### src/rtl/mem_stage_pkg.sv
// Shared processor definitions for the memory stage: FSM encoding and the
// default timing/geometry parameters of the data memory.
package mem_stage_pkg;

   typedef enum logic [1:0] {
      IDLE   = 2'd0,
      ACCESS = 2'd1,
      DONE   = 2'd2
   } mem_state_t;

   localparam int          DEF_WAIT_CYCLES = 5;
   localparam int          DEF_DEPTH_WORDS = 64;
   localparam logic [31:0] DEF_BASE_ADDR   = 32'd1024;

   localparam int CNT_W = 4;

endpackage

### src/rtl/mem_stage_data_memory.sv
// Word-addressed data memory: synchronous write, combinational read through a
// single word-index port.
module data_memory #(
   parameter int DEPTH_WORDS = 64,
   parameter int IDX_W       = 6
) (
   input  logic             clk,
   input  logic             we,
   input  logic [IDX_W-1:0] idx,
   input  logic [31:0]      wdata,
   output logic [31:0]      rdata
);

   logic [31:0] mem [DEPTH_WORDS];

   // NOTE: the array has no reset; its contents must survive a pipeline reset.
   always_ff @(posedge clk) begin
      if (we) begin
         mem[idx] <= wdata;
      end
   end

   assign rdata = mem[idx];

endmodule

### src/rtl/mem_stage.sv
// Multi-cycle memory stage: captures a load/store, waits WAIT_CYCLES access
// cycles while stalling the pipeline, then performs it against data_memory.
module mem_stage
   import mem_stage_pkg::*;
#(
   parameter int          WAIT_CYCLES = DEF_WAIT_CYCLES,
   parameter int          DEPTH_WORDS = DEF_DEPTH_WORDS,
   parameter logic [31:0] BASE_ADDR   = DEF_BASE_ADDR
) (
   input  logic        clk,
   input  logic        rst,
   input  logic        mem_R_en,
   input  logic        mem_W_en,
   input  logic [31:0] alu_result,
   input  logic [31:0] val_rm,
   output logic [31:0] mem_read_value,
   output logic        ready,
   output logic        addr_err
);

   localparam int IDX_W = (DEPTH_WORDS > 1) ? $clog2(DEPTH_WORDS) : 1;

   mem_state_t       state, state_nxt;
   logic [CNT_W-1:0] cnt;
   logic [31:0]      addr_q;
   logic [31:0]      data_q;
   logic             store_q;

   logic             req;
   logic [31:0]      offset;
   logic             in_range;
   logic [IDX_W-1:0] word_idx;
   logic             last_access;
   logic             we;
   logic [31:0]      rdata;

   assign req         = mem_R_en | mem_W_en;
   assign offset      = addr_q - BASE_ADDR;
   assign in_range    = (addr_q >= BASE_ADDR) && ((offset >> 2) < 32'(DEPTH_WORDS));
   assign word_idx    = offset[IDX_W+1:2];
   assign last_access = (state == ACCESS) && (cnt == '0);
   // Gating on state means an asynchronous reset mid-store drops the write.
   assign we          = last_access && store_q && in_range;

   data_memory #(
      .DEPTH_WORDS(DEPTH_WORDS),
      .IDX_W      (IDX_W)
   ) u_data_memory (
      .clk  (clk),
      .we   (we),
      .idx  (word_idx),
      .wdata(data_q),
      .rdata(rdata)
   );

   // NOTE: sequential state uses non-blocking assignments so every register
   // samples pre-edge values regardless of process ordering.
   always_ff @(posedge clk or posedge rst) begin
      if (rst) begin
         state <= IDLE;
      end else begin
         state <= state_nxt;
      end
   end

   // NOTE: default assignment first keeps this purely combinational (no latch).
   always_comb begin
      state_nxt = state;
      case (state)
         IDLE:    if (req) state_nxt = ACCESS;
         ACCESS:  if (cnt == '0) state_nxt = DONE;
         DONE:    state_nxt = IDLE;
         default: state_nxt = IDLE;
      endcase
   end

   always_comb begin
      ready = 1'b0;
      case (state)
         IDLE:    ready = ~req;
         DONE:    ready = 1'b1;
         default: ready = 1'b0;
      endcase
   end

   always_ff @(posedge clk or posedge rst) begin
      if (rst) begin
         cnt            <= '0;
         addr_q         <= '0;
         data_q         <= '0;
         store_q        <= 1'b0;
         mem_read_value <= '0;
         addr_err       <= 1'b0;
      end else begin
         addr_err <= last_access && !in_range;
         case (state)
            IDLE: begin
               if (req) begin
                  addr_q  <= alu_result;
                  data_q  <= val_rm;
                  store_q <= mem_W_en;
                  cnt     <= CNT_W'(WAIT_CYCLES - 1);
               end
            end
            ACCESS: begin
               if (cnt != '0) begin
                  cnt <= cnt - 1'b1;
               end else if (!store_q) begin
                  mem_read_value <= in_range ? rdata : 32'd0;
               end
            end
            default: ;
         endcase
      end
   end

endmodule

### config.mk
export PLATFORM = sky130hd
export DESIGN_NAME = mem_stage
export DESIGN_NICKNAME = d
export VERILOG_FILES = /design/src/rtl/mem_stage_pkg.sv /design/src/rtl/mem_stage_data_memory.sv /design/src/rtl/mem_stage.sv
export SDC_FILE = /design/constraint.sdc
export NUM_CORES = 2
export LEC_CHECK = 0
export ABC_AREA = 1
export CAP_MARGIN = 5
export CORE_MARGIN = 2
export CORE_UTILIZATION = 40
export DETAILED_ROUTE_END_ITERATION = 7
export PLACE_DENSITY = 0.56
export SKIP_CTS_REPAIR_TIMING = 1
export SYNTH_ARGS = -nofsm -noshare
export SYNTH_HDL_FRONTEND = slang
export SYNTH_SLANG_ARGS = --single-unit
export TNS_END_PERCENT = 50
### constraint.sdc
create_clock -name clk -period 7.35 [get_ports clk]
set_input_delay 1.47 -clock clk [delete_from_list [all_inputs] [get_ports clk]]
set_output_delay 1.47 -clock clk [all_outputs]
set_load 0.02 [all_outputs]
==> summary.txt <==
ROUTE
----------------------------------------------------------------------------------
Post-DR wirelength/cell                                                   22.35 µm
Post-detailed-routing wire length                                         260.3 mm
DRC violations left                                                              0
Detailed-router iteration count before antenna repair                            6
Vias per cell                                                                5.043
Violation count after the first detailed-routing iteration                   5,935
Post-detailed-route count of antenna-violating nets                              0
Detailed-route via count                                                    58,730

STA
----------------------------------------------------------------------------------
Final setup vio count                                                            0
Final worst path period need                                               4410 ps
Max_slew headroom                                                           0.1068
Final Skew                                                                35.28 ps
Setup repair after global routing missed its margin                          false
Fmax                                                                    0.2268 GHz
Total count of max-transition violations in the final report                     0
Final Hold Viols                                                                 0
Period utilization                                                          0.6000
Total Negative Setup Slacks                                                   0 ps
Pin slew with the least headroom to its limit                              1326 ps

GLOBAL ROUTE
----------------------------------------------------------------------------------
Aggregate global routing overflow                                                0
Grt met1 use                                                                0.3126
Via count of the first global-routing pass                                  55,621
Largest net degree at the start of global routing                              182
Initial antenna violation count                                                 12
Fraction of met3 tracks used by global routing                             0.03006
Global-route usage over all layers                                          0.2242
First-pass GRT wire length                                                377.9 mm
Global route hottest layer                                                    met2
Routing usage on met2                                                       0.3538

WORST SETUP PATH
----------------------------------------------------------------------------------
Worst path top cell family by delay                                   simple AND/OR/NAND/NOR gates
CP max stage delay                                                          790 ps
Slowest cell on crit path                                             sky130_fd_sc_hd__nor2_1
Dominant cell type by count on the critical path                      sky130_fd_sc_hd__nand2_1
CP Capture Type                                                           register
Maximum fanout encountered on the critical timing path                         181
Data arrival time of the critical path                                     5190 ps
CP required                                                                8130 ps
Worst setup path category                                             register to register
Startpoint kind of the worst setup timing path                            register
Total stage count of the critical path                                          10
Critical Path, Cell by Cell                                           inv_8 > buf_12 > nand2_1 > nand3_1 > nand4_1 > nand2_1 > nand2_1 > nor2_1 > nand3_1 > o21bai_1
R2r worst-path depth                                                            10
Worst path buffer plus inverter count                                            2

LOGIC SYNTHESIS
----------------------------------------------------------------------------------
Most frequent cell after synthesis                                    sky130_fd_sc_hd__nand2_1
Asr flop ratio synth                                                       0.04744
Gate Count Post-Synth                                                        8,435
Post-synthesis cell area                                                89,870 µm²
Seq/Total Area, Yosys                                                       0.7127
Count of different cell masters after synthesis                                 31
Post-synthesis register bit count                                            2,150
Number of nets in the synthesized netlist                                    8,504
Leading cell types by total area after synthesis                      sky130_fd_sc_hd__edfxtp_1 68%, sky130_fd_sc_hd__nand2_1 15%, sky130_fd_sc_hd__inv_1 3.2%, sky130_fd_sc_hd__nand3_1 3.1%, sky130_fd_sc_hd__dfrtp_1 2.8%
Per-instance average area after synthesis                                10.66 µm²
Number of flops mapped to enable cells by yosys                              2,048
Yosys warning total                                                              0
Post-synth top area share                                                   0.6843
Post-synth top area cell                                              sky130_fd_sc_hd__edfxtp_1
Most numerous cell types in the synthesized netlist                   3,528 x sky130_fd_sc_hd__nand2_1, 2,048 x sky130_fd_sc_hd__edfxtp_1, 769 x sky130_fd_sc_hd__inv_1
Primary FF master, synth                                              sky130_fd_sc_hd__edfxtp_1

CLOCK NETWORK
----------------------------------------------------------------------------------
Clock Tree Root                                                       sky130_fd_sc_hd__clkbuf_16
Latest clock arrival within the worst-skew pair                             860 ps
Worst-path clk slew                                                          60 ps
TritonCTS clock tree                                                           yes
Clk buf depth                                                                    3
Number of buffers inserted during clock tree synthesis                         215
Total number of H-tree levels                                                    4
TritonCTS sink count                                                         2,150

DIE
----------------------------------------------------------------------------------
Core Box Area                                                          224,000 µm²
Height of the die                                                         478.0 µm
Top-level port count                                                           102
Core Rows                                                                      174
Horizontal die dimension                                                  478.0 µm
Area enclosed by the die boundary                                      228,500 µm²
Initial Utilization                                                         0.4012

STATUS
----------------------------------------------------------------------------------
Outcome                                                               finished, final reports clean

PLACE
----------------------------------------------------------------------------------
Placed cells                                                                11,246
Global placer's final weighted congestion                                   0.9309
Count of buffers from port buffering                                            99
Post-DP HPWL                                                              140.8 mm

LAYOUT
----------------------------------------------------------------------------------
Share of final-layout standard cells stronger than drive strength 1        0.06728
Finished Layout Cells                                                       11,646
Area Overhead vs Synth                                                      12.43%
Count of nets after finishing                                                8,540
Share of the core filled with cells                                         0.4510

POWER
----------------------------------------------------------------------------------
Peak supply drop                                                         0.3320 mV
Power density over the cells                                          387.2 nW/µm²
Leak                                                                      40.10 nW

MIN PATH
----------------------------------------------------------------------------------
Number of cells on the worst hold path                                           2
Worst min-delay path class                                            register to register

FLOW RUN
----------------------------------------------------------------------------------
Max Cap Viol                                                                     0

routing by layer:
layer / share of wire / wire length [µm] / up-vias
met3: 0.065 / 17000 / 388
met5: 0 / 0 / -
met4: 0.042 / 11050 / 0
li1: - / - / 27619
met1: 0.43 / 112100 / 28799
met2: 0.46 / 120200 / 1924
state kept, by name, summed over array words and instances, names as in the netlist:
signal and cells:
addr_q 30, mem_read_value 32, u_data_memory.mem 2048, data_q 32
cnt 4, state 2, store_q 1, addr_err 1
layout by cell type (no fill, tap or decap), drive strengths merged:
cell type / Yosys / final
nand2: 3530 / 3530
o211ai: 4 / 4
o21bai: 29 / 29
and2: 3 / 3
clkdlybuf4s50: 0 / 99
clkinv: 1 / 100
a31oi: 25 / 25
a21oi: 32 / 32
nor4: 1 / 1
clkbuf: 132 / 271
edfxtp: 2048 / 2048
nand3: 566 / 566
clkinvlp: 0 / 5
nand4: 95 / 95
nor2: 571 / 571
diode: 0 / 4
xnor2: 1 / 1
or2: 10 / 10
dfrtp: 102 / 102
bufinv: 0 / 14
buf: 292 / 144
inv: 775 / 782
nor3: 8 / 8
o21ai: 209 / 209
ha: 1 / 1
tightest hold or removal path, cell delays in order (launching register included):
cell and delay (ps):
sky130_fd_sc_hd__dfrtp_1 340, sky130_fd_sc_hd__nand2_1 60, sky130_fd_sc_hd__nand2_1 60
power by group:
group          switching (W)  leakage [nW]  internal [W]  total, W
Sequential          0.000397          19.8        0.0153    0.0157
Clock                0.00476          3.34       0.00598    0.0107
Combinational         0.0101          16.9       0.00262    0.0127
kinds of logic (layout without fill, tap and decap cells):
| group | Yosys count | after routing | synth area share |
|---|---|---|---|
| AO/OA/AOI/OAI | 299 | 299 | 0.01792 |
| XOR/XNOR | 1 | 1 | 0.00009747 |
| adder cells (fa/ha/maj) | 1 | 1 | 0.0001392 |
| buffers and inverters | 1200 | 1415 | 0.05590 |
| flip-flops | 2150 | 2150 | 0.7127 |
| other | 0 | 4 | 0 |
| AND/OR/NAND/NOR | 4784 | 4784 | 0.2133 |
area by class of cell:
| class | count | area (µm²) |
|---|---|---|
| diodes | 4 | 10.01 |
| clock buffers | 271 | 5685 |
| flip-flops and latches | 2150 | 64100 |
| well taps | 2992 | 3744 |
| repair buffers | 243 | 2222 |
| clock inverters | 125 | 1164 |
| multi-input cells | 5085 | 21180 |
| inverters | 776 | 2935 |
| fillers | 20393 | 123000 |
worst paths after layout:
check                      startpoint                end  slack (ps)
max                         addr_q[2]  mem_read_value[3]        2940
min in group asynchronous         rst          data_q[6]        1110
min reg2reg                 addr_q[8]          addr_q[8]         490
max reg2reg                 addr_q[2]  mem_read_value[3]        2940
min                         addr_q[8]          addr_q[8]         490
max in group asynchronous         rst          addr_q[3]        4950
per-stage QoR:
stage          hold WS (ps)  setup WS, ps  power, W  instance area, µm²
2_1_floorplan         449.2          3205   0.02316               89870
6_report              491.1          2940   0.03912              101000
5_1_grt               518.3          2837   0.04090              101000
3_3_place_gp          466.1          2995   0.02842               94180
4_1_cts               494.5          2997   0.03925              101000
3_5_place_dp          479.1          2999   0.02857               94180
Power figures use the tool's default switching activity.
